<file path="config.mk">
export PLATFORM = sky130hd
export DESIGN_NAME = alu_seq
export DESIGN_NICKNAME = d
export VERILOG_FILES = /design/src/rtl/alu_pkg.sv /design/src/rtl/alu_core.sv /design/src/rtl/alu_seq.sv
export SDC_FILE = /design/constraint.sdc
export NUM_CORES = 1
export LEC_CHECK = 0
export BUFFER_PORTS_ARGS = -buffer_cell sky130_fd_sc_hd__buf_2
export CAP_MARGIN = 20
export CORE_ASPECT_RATIO = 0.5
export CORE_MARGIN = 4
export CORE_UTILIZATION = 25
export CTS_BUF_LIST = sky130_fd_sc_hd__clkbuf_4 sky130_fd_sc_hd__clkbuf_8
export DETAILED_ROUTE_END_ITERATION = 10
export PLACE_DENSITY_LB_ADDON = 0.2
export SYNTH_ARGS = -nofsm -noshare
export SYNTH_HDL_FRONTEND = slang
export SYNTH_SLANG_ARGS = --single-unit
</file>
<file path="constraint.sdc">
create_clock -name i_clk -period 9.1 [get_ports i_clk]
set_input_delay 1.82 -clock i_clk [delete_from_list [all_inputs] [get_ports i_clk]]
set_output_delay 1.82 -clock i_clk [all_outputs]
set_load 0.05 [all_outputs]
</file>
<file path="src/rtl/alu_pkg.sv">
// Shared opcode, funct3 and FSM encodings for the sequential ALU.
// Imported by alu_core and alu_seq.
package alu_pkg;

  localparam logic [2:0] OP_ADD  = 3'b000;
  localparam logic [2:0] OP_SLL  = 3'b001;
  localparam logic [2:0] OP_SLT  = 3'b010;
  localparam logic [2:0] OP_SLTU = 3'b011;
  localparam logic [2:0] OP_XOR  = 3'b100;
  localparam logic [2:0] OP_SR   = 3'b101;
  localparam logic [2:0] OP_OR   = 3'b110;
  localparam logic [2:0] OP_AND  = 3'b111;

  localparam logic [2:0] F3_MUL    = 3'b000;
  localparam logic [2:0] F3_MULH   = 3'b001;
  localparam logic [2:0] F3_MULHSU = 3'b010;
  localparam logic [2:0] F3_MULHU  = 3'b011;
  localparam logic [2:0] F3_DIV    = 3'b100;
  localparam logic [2:0] F3_DIVU   = 3'b101;
  localparam logic [2:0] F3_REM    = 3'b110;
  localparam logic [2:0] F3_REMU   = 3'b111;

  typedef enum logic [1:0] {
    S_IDLE = 2'd0,
    S_MUL  = 2'd1,
    S_DIV  = 2'd2
  } state_e;

endpackage

</file>
<file path="src/rtl/alu_core.sv">
// Combinational base-ISA ALU: result, equality and less-than.
// Registered by alu_seq.
module alu_core
  import alu_pkg::*;
#(
  parameter int XLEN = 32
) (
  input  logic [2:0]      i_opsel,
  input  logic            i_sub,
  input  logic            i_unsigned,
  input  logic            i_arith,
  input  logic [XLEN-1:0] i_op1,
  input  logic [XLEN-1:0] i_op2,
  output logic [XLEN-1:0] o_result,
  output logic            o_eq,
  output logic            o_slt
);

  localparam int SHAMT_W = $clog2(XLEN);

  logic [SHAMT_W-1:0] w_shamt;
  logic [XLEN-1:0]    w_sra;
  logic [XLEN-1:0]    w_srl;
  logic               w_slt;

  assign w_shamt = i_op2[SHAMT_W-1:0];
  assign w_sra   = $signed(i_op1) >>> w_shamt;
  assign w_srl   = i_op1 >> w_shamt;
  assign w_slt   = i_unsigned ? (i_op1 < i_op2)
                              : ($signed(i_op1) < $signed(i_op2));
  assign o_eq    = (i_op1 == i_op2);
  assign o_slt   = w_slt;

  // opcode decode; the eight encodings are mutually exclusive
  always_comb begin
    o_result = '0;
    unique case (1'b1)
      (i_opsel == OP_ADD):
        o_result = i_sub ? (i_op1 - i_op2) : (i_op1 + i_op2);
      (i_opsel == OP_SLL):
        o_result = i_op1 << w_shamt;
      (i_opsel[2:1] == 2'b01):
        o_result = {{(XLEN-1){1'b0}}, w_slt};
      (i_opsel == OP_XOR):
        o_result = i_op1 ^ i_op2;
      (i_opsel == OP_SR):
        o_result = i_arith ? w_sra : w_srl;
      (i_opsel == OP_OR):
        o_result = i_op1 | i_op2;
      (i_opsel == OP_AND):
        o_result = i_op1 & i_op2;
      default:
        o_result = '0;
    endcase
  end

endmodule

</file>
<file path="src/rtl/alu_seq.sv">
// Handshaked ALU: 1-cycle base ops, iterative RV32M mul/div.
// Mul and div share one XLEN+1-bit adder.
module alu_seq
  import alu_pkg::*;
#(
  parameter int XLEN = 32
) (
  input  logic            i_clk,
  input  logic            i_rst_n,
  input  logic            i_valid,
  output logic            o_ready,
  input  logic            i_mext,
  input  logic [2:0]      i_opsel,
  input  logic            i_sub,
  input  logic            i_unsigned,
  input  logic            i_arith,
  input  logic [XLEN-1:0] i_op1,
  input  logic [XLEN-1:0] i_op2,
  input  logic            i_flush,
  output logic            o_valid,
  input  logic            i_ready,
  output logic [XLEN-1:0] o_result,
  output logic            o_eq,
  output logic            o_slt,
  output logic            o_busy
);

  localparam int SHAMT_W = $clog2(XLEN);
  localparam logic [XLEN-1:0] MINV = {1'b1, {(XLEN-1){1'b0}}};

  state_e              r_state;
  logic [SHAMT_W-1:0]  r_cnt;
  logic [2*XLEN-1:0]   r_acc;
  logic [XLEN-1:0]     r_mcand;
  logic                r_neg;
  logic                r_neg_rem;
  logic                r_hi;
  logic                r_rem;
  logic                r_eq_p;
  logic                r_slt_p;
  logic                r_valid;
  logic [XLEN-1:0]     r_result;
  logic                r_eq;
  logic                r_slt;

  logic [XLEN-1:0]     w_core_res;
  logic                w_core_eq;
  logic                w_core_slt;

  alu_core #(.XLEN(XLEN)) u_core (
    .i_opsel    (i_opsel),
    .i_sub      (i_sub),
    .i_unsigned (i_unsigned),
    .i_arith    (i_arith),
    .i_op1      (i_op1),
    .i_op2      (i_op2),
    .o_result   (w_core_res),
    .o_eq       (w_core_eq),
    .o_slt      (w_core_slt)
  );

  logic w_idle, w_mul, w_last, w_acc;
  logic w_sgn1, w_sgn2, w_neg1, w_neg2;
  logic w_div0, w_ovf, w_spec, w_iter;
  logic [XLEN-1:0] w_mag1, w_mag2, w_spec_res;

  assign w_idle  = (r_state == S_IDLE);
  assign w_mul   = (r_state == S_MUL);
  assign w_last  = (r_cnt == SHAMT_W'(XLEN-1));
  assign o_ready = w_idle && (!r_valid || i_ready) && !i_flush;
  assign w_acc   = i_valid && o_ready;

  assign w_sgn1 = i_mext && (i_opsel == F3_MULH || i_opsel == F3_MULHSU ||
                             i_opsel == F3_DIV  || i_opsel == F3_REM);
  assign w_sgn2 = i_mext && (i_opsel == F3_MULH || i_opsel == F3_DIV ||
                             i_opsel == F3_REM);
  assign w_neg1 = w_sgn1 && i_op1[XLEN-1];
  assign w_neg2 = w_sgn2 && i_op2[XLEN-1];
  assign w_mag1 = w_neg1 ? ('0 - i_op1) : i_op1;
  assign w_mag2 = w_neg2 ? ('0 - i_op2) : i_op2;

  // DIV and REM both have funct3 bit 0 clear
  assign w_div0 = (i_op2 == '0);
  assign w_ovf  = !i_opsel[0] && (i_op1 == MINV) && (i_op2 == '1);
  assign w_spec = i_mext && i_opsel[2] && (w_div0 || w_ovf);
  assign w_iter = i_mext && !w_spec;

  // one-cycle answers for divide-by-zero and signed overflow
  always_comb begin
    w_spec_res = '0;
    if (w_div0)
      w_spec_res = i_opsel[1] ? i_op1 : '1;
    else
      w_spec_res = i_opsel[1] ? '0 : i_op1;
  end

  logic [XLEN-1:0]   w_hi;
  logic [XLEN:0]     w_add_a, w_add_b, w_sum;
  logic              w_cin;
  logic [2*XLEN-1:0] w_acc_nxt, w_prod;
  logic [XLEN-1:0]   w_quo, w_remv, w_fin;

  assign w_hi    = r_acc[2*XLEN-1:XLEN];
  assign w_cin   = !w_mul;
  assign w_add_a = w_mul ? {1'b0, w_hi} : r_acc[2*XLEN-1:XLEN-1];
  assign w_add_b = w_mul ? {1'b0, r_mcand} : ~{1'b0, r_mcand};
  assign w_sum   = w_add_a + w_add_b + {{XLEN{1'b0}}, w_cin};

  // shift-add multiply step or restoring divide step
  always_comb begin
    w_acc_nxt = r_acc;
    if (w_mul)
      w_acc_nxt = r_acc[0] ? {w_sum, r_acc[XLEN-1:1]}
                           : {1'b0, w_hi, r_acc[XLEN-1:1]};
    else if (w_sum[XLEN])
      w_acc_nxt = {r_acc[2*XLEN-2:0], 1'b0};
    else
      w_acc_nxt = {w_sum[XLEN-1:0], r_acc[XLEN-2:0], 1'b1};
  end

  assign w_prod = r_neg ? ('0 - w_acc_nxt) : w_acc_nxt;
  assign w_quo  = w_acc_nxt[XLEN-1:0];
  assign w_remv = w_acc_nxt[2*XLEN-1:XLEN];

  // sign fix-up and half select of the finished iterative op
  always_comb begin
    w_fin = '0;
    if (w_mul)
      w_fin = r_hi ? w_prod[2*XLEN-1:XLEN] : w_prod[XLEN-1:0];
    else if (r_rem)
      w_fin = r_neg_rem ? ('0 - w_remv) : w_remv;
    else
      w_fin = r_neg ? ('0 - w_quo) : w_quo;
  end

  // FSM and iterative datapath state
  always_ff @(posedge i_clk or negedge i_rst_n) begin
    if (!i_rst_n) begin
      r_state   <= S_IDLE;
      r_cnt     <= '0;
      r_acc     <= '0;
      r_mcand   <= '0;
      r_neg     <= 1'b0;
      r_neg_rem <= 1'b0;
      r_hi      <= 1'b0;
      r_rem     <= 1'b0;
      r_eq_p    <= 1'b0;
      r_slt_p   <= 1'b0;
    end else if (i_flush) begin
      r_state <= S_IDLE;
      r_cnt   <= '0;
    end else if (w_idle) begin
      if (w_acc && w_iter) begin
        r_state   <= i_opsel[2] ? S_DIV : S_MUL;
        r_cnt     <= '0;
        r_acc     <= {{XLEN{1'b0}}, i_opsel[2] ? w_mag1 : w_mag2};
        r_mcand   <= i_opsel[2] ? w_mag2 : w_mag1;
        r_neg     <= w_neg1 ^ w_neg2;
        r_neg_rem <= w_neg1;
        r_hi      <= (i_opsel[1:0] != 2'b00);
        r_rem     <= i_opsel[1];
        r_eq_p    <= w_core_eq;
        r_slt_p   <= w_core_slt;
      end
    end else begin
      r_acc <= w_acc_nxt;
      r_cnt <= r_cnt + SHAMT_W'(1);
      if (w_last)
        r_state <= S_IDLE;
    end
  end

  // result register with valid/ready hold
  always_ff @(posedge i_clk or negedge i_rst_n) begin
    if (!i_rst_n) begin
      r_valid  <= 1'b0;
      r_result <= '0;
      r_eq     <= 1'b0;
      r_slt    <= 1'b0;
    end else if (i_flush) begin
      r_valid <= 1'b0;
    end else if (w_idle) begin
      if (w_acc && !w_iter) begin
        r_valid  <= 1'b1;
        r_result <= i_mext ? w_spec_res : w_core_res;
        r_eq     <= w_core_eq;
        r_slt    <= w_core_slt;
      end else if (i_ready) begin
        r_valid <= 1'b0;
      end
    end else if (w_last) begin
      r_valid  <= 1'b1;
      r_result <= w_fin;
      r_eq     <= r_eq_p;
      r_slt    <= r_slt_p;
    end
  end

  assign o_valid  = r_valid;
  assign o_result = r_result;
  assign o_eq     = r_eq;
  assign o_slt    = r_slt;
  assign o_busy   = !w_idle;

endmodule

</file>
==> results of run 1 <==
[worst reg2reg max path: cells and delay by family, from the launching register on]
| kind | cells | cell delay (ns) |
|---|---|---|
| and+or+nand+nor | 7 | 2.89 |
| xor gates and xnor gates | 1 | 0.20 |
| buffers and inverters | 2 | 0.50 |
| AOI/OAI and AO/OA | 10 | 2.55 |
| DFF | 1 | 0.61 |
| adders and majority gates | 2 | 0.78 |
[cell type report]
cell class	count	area (um^2)
inverter	135	509
antenna	3	7.51
timing repair buffer	164	972
multi-input combinational	2909	19100
tap	1271	1590
clock buffer	19	255
fill	10700	69700
clock inverter	13	128
sequential	144	3600
[per-layer routing]
metal  GRT usage  wire length (um)  vias to the layer above  share of wire
met2       0.381             57700                     1281           0.44
met5           0                 0                        -              0
met4      0.0832              5090                        0          0.039
met1       0.333             57700                    13600           0.44
li1            -                 -                    12500              -
met3      0.0343              9660                      241          0.074
[cell usage in the layout (no fill, tap or decap), types with 31 or more instances in the layout]
cell	Yosys	layout
sky130_fd_sc_hd__o21ai_0	407	407
sky130_fd_sc_hd__xnor2_1	167	167
sky130_fd_sc_hd__inv_1	131	129
sky130_fd_sc_hd__nor3_1	67	67
sky130_fd_sc_hd__o211ai_1	39	39
sky130_fd_sc_hd__mux2i_1	129	129
sky130_fd_sc_hd__or3_1	38	38
sky130_fd_sc_hd__buf_4	0	52
sky130_fd_sc_hd__a21o_1	33	33
sky130_fd_sc_hd__xor2_1	38	38
sky130_fd_sc_hd__nand2b_1	32	31
sky130_fd_sc_hd__a211oi_1	48	47
sky130_fd_sc_hd__nand4_1	37	37
sky130_fd_sc_hd__a22o_1	45	45
sky130_fd_sc_hd__a31oi_1	40	40
sky130_fd_sc_hd__nand2_1	436	436
sky130_fd_sc_hd__dfrtp_1	144	144
sky130_fd_sc_hd__ha_1	135	135
sky130_fd_sc_hd__a21oi_1	304	304
sky130_fd_sc_hd__o31ai_1	44	44
sky130_fd_sc_hd__buf_2	25	110
sky130_fd_sc_hd__nor2_1	328	326
sky130_fd_sc_hd__mux4_2	31	31
sky130_fd_sc_hd__nand3_1	54	54
[cells in the mapped netlist (14+ instances only)]
cell type                     n
sky130_fd_sc_hd__ha_1       135
sky130_fd_sc_hd__a22o_1      45
sky130_fd_sc_hd__nor3_1      67
sky130_fd_sc_hd__buf_2       25
sky130_fd_sc_hd__o211ai_1    39
sky130_fd_sc_hd__o21ai_0    407
sky130_fd_sc_hd__o221ai_1    25
sky130_fd_sc_hd__xor2_1      38
sky130_fd_sc_hd__a22oi_1     21
sky130_fd_sc_hd__xnor2_1    167
sky130_fd_sc_hd__a2111oi_0   15
sky130_fd_sc_hd__a21o_1      33
sky130_fd_sc_hd__mux2_2      19
sky130_fd_sc_hd__nand4_1     37
sky130_fd_sc_hd__nand2_1    436
sky130_fd_sc_hd__a211oi_1    48
sky130_fd_sc_hd__buf_1       41
sky130_fd_sc_hd__nand3_1     54
sky130_fd_sc_hd__mux4_2      31
sky130_fd_sc_hd__a31oi_1     40
sky130_fd_sc_hd__a221oi_1    29
sky130_fd_sc_hd__and2_1      21
sky130_fd_sc_hd__nor2_1     328
sky130_fd_sc_hd__o41ai_1     14
sky130_fd_sc_hd__or3_1       38
sky130_fd_sc_hd__a21oi_1    304
sky130_fd_sc_hd__nor4_1      20
sky130_fd_sc_hd__o31ai_1     44
sky130_fd_sc_hd__a211o_1     21
sky130_fd_sc_hd__o21a_1      17
sky130_fd_sc_hd__dfrtp_1    144
sky130_fd_sc_hd__o21bai_1    17
sky130_fd_sc_hd__and3_1      15
sky130_fd_sc_hd__clkbuf_1   207
sky130_fd_sc_hd__inv_1      131
sky130_fd_sc_hd__mux2i_1    129
sky130_fd_sc_hd__nand2b_1    32
[sequential cells by signal, indices dropped and copies added, names as in the netlist]
register / cells
o_valid: 1
r_neg_rem: 1
o_result: 32
r_state: 2
r_slt_p: 1
r_hi: 1
o_eq: 1
r_cnt: 5
r_neg: 1
r_eq_p: 1
o_slt: 1
r_mcand: 32
r_acc: 64
r_rem: 1
[cells by family (layout without fill, tap and decap cells)]
kind of cell	count (synthesis)	after routing	synth area share
AOI/OAI and AO/OA	1255	1255	0.332
xor gates and xnor gates	205	205	0.0739
adders and majority gates	138	138	0.0720
buffers and inverters	416	331	0.0676
DFF	144	144	0.148
muxes	181	181	0.0922
other	0	3	0
and+or+nand+nor	1130	1130	0.214
[worst paths after layout]
kind	cells past startpoint	end	slack, ns
max in group asynchronous	3	o_result[25]$_DFFE_PN0P_	5.94
hold reg to reg	2	o_result[7]$_DFFE_PN0P_	0.50
setup reg to reg	22	o_result[2]$_DFFE_PN0P_	1.42
setup / recovery	22	o_result[2]$_DFFE_PN0P_	1.42
min in group asynchronous	1	r_acc[17]$_DFFE_PN0P_	1.25
hold / removal	2	o_result[7]$_DFFE_PN0P_	0.50
[report_power, final]
part / internal [W] / leakage [nW] / switching [W] / total (W)
Combinational: 0.00182 / 8.51 / 0.00409 / 0.00591
Sequential: 0.000826 / 1.81 / 0.000262 / 0.00109
Clock: 0.000233 / 0.194 / 0.000306 / 0.000538
Total: 0.00288 / 10.5 / 0.00465 / 0.00753
[through the flow]
stage | cells | hold WS [ns] | instance area (um^2)
after detailed placement | 4623 | 0.483 | 25800
after floorplan | 3469 | 0.450 | 24300
after global placement | 4622 | 0.469 | 25800
after global routing | 4656 | 0.532 | 26200
final | 4658 | 0.499 | 26200
after CTS | 4655 | 0.508 | 26200
==> results.toml, run 1 <==
[min_path]
hold_path.startpoint = "o_result[7]$_DFFE_PN0P_"
hold_path.class = "reg -> reg"

[timing]
post-route-worst-setup-slack_ns = 1.42
total_count_of_hold_check_failures_in_the_final_report = 0
finalClockSkew_ns = 0.0207
setup-tns-final_ns = 0
max_slew.worst_pin.slew_ns = 1.17
report.final.slew_viol_count = 0
post-route-min-period_ns = 7.68
fin_crit_sh = 0.844
fmax_achieved_mhz = 130
final-setup-viol-count = 0
slew_headroom = 0.216
rsz0062_at_grt = "false"

[clock_tree]
cts_setup_buffers = 0
cts_made_buffers = 17
clkLatencyLatePin_ns = 0.51
ctsLongestPathBuffers = 2
root_buffer = "sky130_fd_sc_hd__clkbuf_8"
tritoncts_sinks = 144
cts-hold-fix-buffers = 0
clk_pin_slew_worst_paths_ns = 0.10
htree_num_levels = 4
clock_tree_from_tritoncts = "done"
ctsResizeCount = 0

[routing]
drt_pass1_iterations = 7
totalWireLength_mm = 130
post_drt_via_cell_ratio = 5.92
post-route-drc-count = 0
drt_first_iter_violations = 3704
drt-wirelength-per-cell_um = 27.9
routed-via-count = 27600
drt.antenna.violating_nets = 0

[yosys]
yosysUniqueCellTypes = 113
ys_seq_area_frac = 0.148
synth.ff_latch_count = 144
dominantRegCellSynth = "sky130_fd_sc_hd__dfrtp_1"
share_of_async_settable_or_async_resettable_flops_after_synthesis = 1.00
synth-edff-count = 0
post_synth_instance_area_um2 = 24300
yosys_warnings = 0
synth_top_cell_area_share = 0.148
net_count_after_synthesis = 3683
synth_area_leader_cell = "sky130_fd_sc_hd__dfrtp_1"
syn_avg_cell_area_um2 = 7.00
syn-instance-count = 3469
synth.top_cells.by_area = "sky130_fd_sc_hd__dfrtp_1 (15%), sky130_fd_sc_hd__o21ai_0 (8.4%), sky130_fd_sc_hd__ha_1 (7.0%)"

[worst_setup_path]
crit_chain = "and2b_4, buf_12, o21ai_0, ha_1, nand3_1, o22a_1, a21oi_1, nor3_2, a211oi_4, o21ai_0, inv_1, ha_1, o2111a_1, nand4_1, nand4bb_1, or2_2, nor2_1, a21oi_1, xnor2_1, a21oi_1, a221oi_1, o21ai_0"
cp_slowest_cell = "sky130_fd_sc_hd__and2b_4"
critical_path.startpoint = "r_state[1]$_DFFE_PN0P_"
critical_path_arrival_ns = 8.04
worstPathRequired_ns = 9.46
worstPathBufferInverterCount = 2
critPathMaxStageDelay_ns = 0.99
cp-end-kind = "register"
worstPathMaxFanout = 59
path_delay_family = "simple AND/OR/NAND/NOR gates"
critical_path_class = "reg -> reg"
r2r-start = "r_state[1]$_DFFE_PN0P_"
worstSetupStartpointType = "register"

[layout]
flow.area_growth_from_synthesis_pct = 7.66
drive_above_1_share = 0.0972
fin_util = 0.273
finish.net_count = 3585

[power]
totalPowerFinal_w = 0.00753
power.leakage_nw = 10.5
max-vdd-ir-drop_mv = 0.190
power_density_normalized_to_cell_area_nw_per_um2 = 288

[global_routing]
wire_length_of_the_first_global_routing_pass_mm = 185
grt_util_all_layers = 0.240
pin_count_of_the_biggest_net_entering_global_routing = 108
grt_pass1_vias = 25400
antenna_found_initial = 3
grt_overflow = 0

[floorplanning]
io-pin-count = 113
die_area_um2 = 103000
chipWidth_um = 449
fp.coreArea_um2 = 95900
dieHeight_um = 228
start_util = 0.253
placement_rows = 80

[place]
post-place-ws_ns = 1.61
gp_routability_congestion = 1.01
portBuffers = 112
detailedPlacementHpwl_mm = 100

[run]
max_cap_violations = 0

[outcome]
run_status = "completed"
No activity file was read; power rests on OpenSTA's default activity.
==> run 2, diff against run 1 <==
==> constraint.sdc (replaced) <==
create_clock -name i_clk -period 7 [get_ports i_clk]
set_input_delay 1.4 -clock i_clk [delete_from_list [all_inputs] [get_ports i_clk]]
set_output_delay 1.4 -clock i_clk [all_outputs]
set_load 0.05 [all_outputs]
==> run 2 against run 1 <==
Net effect:
- clock power up 31%
- wire length about the same
- power rose by 33%
- global-route usage barely moved
- maximum frequency rose by 14%
- sequential share of layout area fell by 0.26 points
- critical path depth rose by 1
- clock skew is 0.0017 ns lower
- combinational power rose by 33%
- first-iteration DRC count shrank 8.9%
==> results.toml, run 2 (synthesis results as in run 1) <==
[outcome]
run_status = "completed"

[worst_setup_path]
critical_path_class = "reg -> reg"
r2r-start = "r_state[1]$_DFFE_PN0P_"
critical_path.startpoint = "r_state[1]$_DFFE_PN0P_"
worstPathRequired_ns = 7.45
cp-end-kind = "register"
worstPathMaxFanout = 29
critical_path_arrival_ns = 7.19
crit-reg2reg-capture = "o_result[28]$_DFFE_PN0P_"
rr_worst_depth = 23
worst-r2r-setup-slack_ns = 0.26
worstSetupStartpointType = "register"

[clock_tree]
root_buffer = "sky130_fd_sc_hd__clkbuf_8"
clock_tree_from_tritoncts = "done"
clkLatencyLatePin_ns = 0.52
htree_num_levels = 4
clk_pin_slew_worst_paths_ns = 0.09
ctsLongestPathBuffers = 2
tritoncts_sinks = 144
cts_made_buffers = 17
cts_setup_buffers = 0

[timing]
final-setup-viol-count = 0
finalClockSkew_ns = 0.0190
rsz0062_at_grt = "false"
setup-tns-final_ns = 0
post-route-min-period_ns = 6.74
total_count_of_hold_check_failures_in_the_final_report = 0
slew_headroom = 0.265
max_slew.worst_pin.slew_ns = 1.09
fmax_achieved_mhz = 148
report.final.slew_viol_count = 0
fin_crit_sh = 0.963
post-route-worst-setup-slack_ns = 0.260

[routing]
routed-via-count = 27500
drt_first_iter_violations = 3374
drt.antenna.violating_nets = 0
post-route-drc-count = 0
post_drt_via_cell_ratio = 5.83
drt_pass1_iterations = 6
totalWireLength_mm = 130
drt-wirelength-per-cell_um = 27.5

[layout]
finish.net_count = 3649
final_instance_area_um2 = 26700
fin_util = 0.278
drive_above_1_share = 0.114
flow.area_growth_from_synthesis_pct = 9.73
layout_common_cells = "sky130_fd_sc_hd__nand2_1 (436), sky130_fd_sc_hd__o21ai_0 (407), sky130_fd_sc_hd__nor2_1 (325), sky130_fd_sc_hd__a21oi_1 (303), sky130_fd_sc_hd__xnor2_1 (167)"
layout.cells.non_filler = 4723
largest_register_ffs = 64
fill_cells = 10700
layout_commonest_cell = "sky130_fd_sc_hd__nand2_1"
regMostFlops = "r_acc"

[global_routing]
pin_count_of_the_biggest_net_entering_global_routing = 94
grt_util_all_layers = 0.241
grt_pass1_vias = 25600
antenna_found_initial = 7
grt_overflow = 0
wire_length_of_the_first_global_routing_pass_mm = 185

[run]
max_cap_violations = 0

[floorplanning]
fp.coreArea_um2 = 95900
dieHeight_um = 228
placement_rows = 80
io-pin-count = 113
chipWidth_um = 449
die_area_um2 = 103000
start_util = 0.253

[min_path]
hold_path.startpoint = "o_slt$_DFFE_PN0P_"
hold_path.class = "reg -> reg"
hold-path-cell-count = 2
whs_endpoint = "o_slt$_DFFE_PN0P_"

[place]
portBuffers = 112
post-place-ws_ns = 0.518
gp_routability_congestion = 1.00
placedCellCount = 4686
detailed_place.area_um2 = 26200
detailedPlacementHpwl_mm = 101

[power]
power_density_normalized_to_cell_area_nw_per_um2 = 375
max-vdd-ir-drop_mv = 0.270
power.leakage_nw = 10.8
run 2: worst max-delay path by stage:
stage / depth (start not counted) / slack [ns] / end
after floorplan: 34 / 0.03 / o_result[10]$_DFFE_PN0P_
after global placement: 15 / 0.13 / o_result[19]$_DFFE_PN0P_
after detailed placement: 23 / 0.52 / o_result[30]$_DFFE_PN0P_
after CTS: 23 / 0.47 / o_result[30]$_DFFE_PN0P_
after global routing: 23 / 0.009 / o_result[30]$_DFFE_PN0P_
final: 23 / 0.26 / o_result[28]$_DFFE_PN0P_
run 2: critical path, stage by stage, from the launching register on:
cell                        delay (ns)
sky130_fd_sc_hd__dfrtp_1          0.64
sky130_fd_sc_hd__nand2b_4         0.47
sky130_fd_sc_hd__mux2i_4          0.37
sky130_fd_sc_hd__clkinv_2         0.13
sky130_fd_sc_hd__fa_1             0.42
sky130_fd_sc_hd__nand2b_1         0.20
sky130_fd_sc_hd__a21o_1           0.21
sky130_fd_sc_hd__a21boi_2         0.26
sky130_fd_sc_hd__o211ai_2         0.20
sky130_fd_sc_hd__a211oi_4         0.37
sky130_fd_sc_hd__o21ai_0          0.20
sky130_fd_sc_hd__inv_1            0.10
sky130_fd_sc_hd__ha_1             0.22
sky130_fd_sc_hd__o2111a_1         0.25
sky130_fd_sc_hd__nand4_1          0.12
sky130_fd_sc_hd__nand4bb_1        0.35
sky130_fd_sc_hd__or2_2            0.39
sky130_fd_sc_hd__nand2_1          0.09
sky130_fd_sc_hd__xnor2_1          0.13
sky130_fd_sc_hd__nor2_1           0.05
sky130_fd_sc_hd__a311oi_1         0.76
sky130_fd_sc_hd__o311ai_0         0.28
sky130_fd_sc_hd__a41oi_1          0.23
sky130_fd_sc_hd__a32o_1           0.18
run 2: report_power, final:
part	total, W	switching, W	internal [W]
logic	0.00785	0.00530	0.00255
registers	0.00145	0.000372	0.00107
clock network	0.000703	0.000382	0.000320
total	0.0100	0.00606	0.00394
run 2: through the flow:
| step | hold slack, ns | power, W |
|---|---|---|
| after floorplan | 0.450 | 0.00652 |
| after global placement | 0.463 | 0.00918 |
| after detailed placement | 0.468 | 0.00915 |
| after CTS | 0.488 | 0.00990 |
| after global routing | 0.502 | 0.0107 |
| final | 0.481 | 0.0100 |
run 2: area by class of cell:
cell class	instances	area, um^2	share of cell area
Multi-Input combinational cell	2910	19100	0.716
Tap cell	1271	1590	0.0596
Timing Repair Buffer	227	1460	0.0546
Sequential cell	144	3600	0.135
Clock inverter	10	104	0.00389
Antenna cell	4	10.0	0.000375
Clock buffer	22	290	0.0109
Inverter	135	508	0.0191
run 2: what timing repair did:
item / in CTS / in global routing
setup endpoints to repair: 0 / 5
hold buffers: 0 / 0
gates resized for setup: 0 / 1
endpoints found under the hold margin: 0 / 0
run 2: per-layer routing:
layer	vias up	routed length, um	global-route usage
met5	-	0	0
met4	0	5560	0.0943
li1	12600	-	-
met2	1252	57300	0.381
met3	217	9570	0.0335
met1	13400	57600	0.331
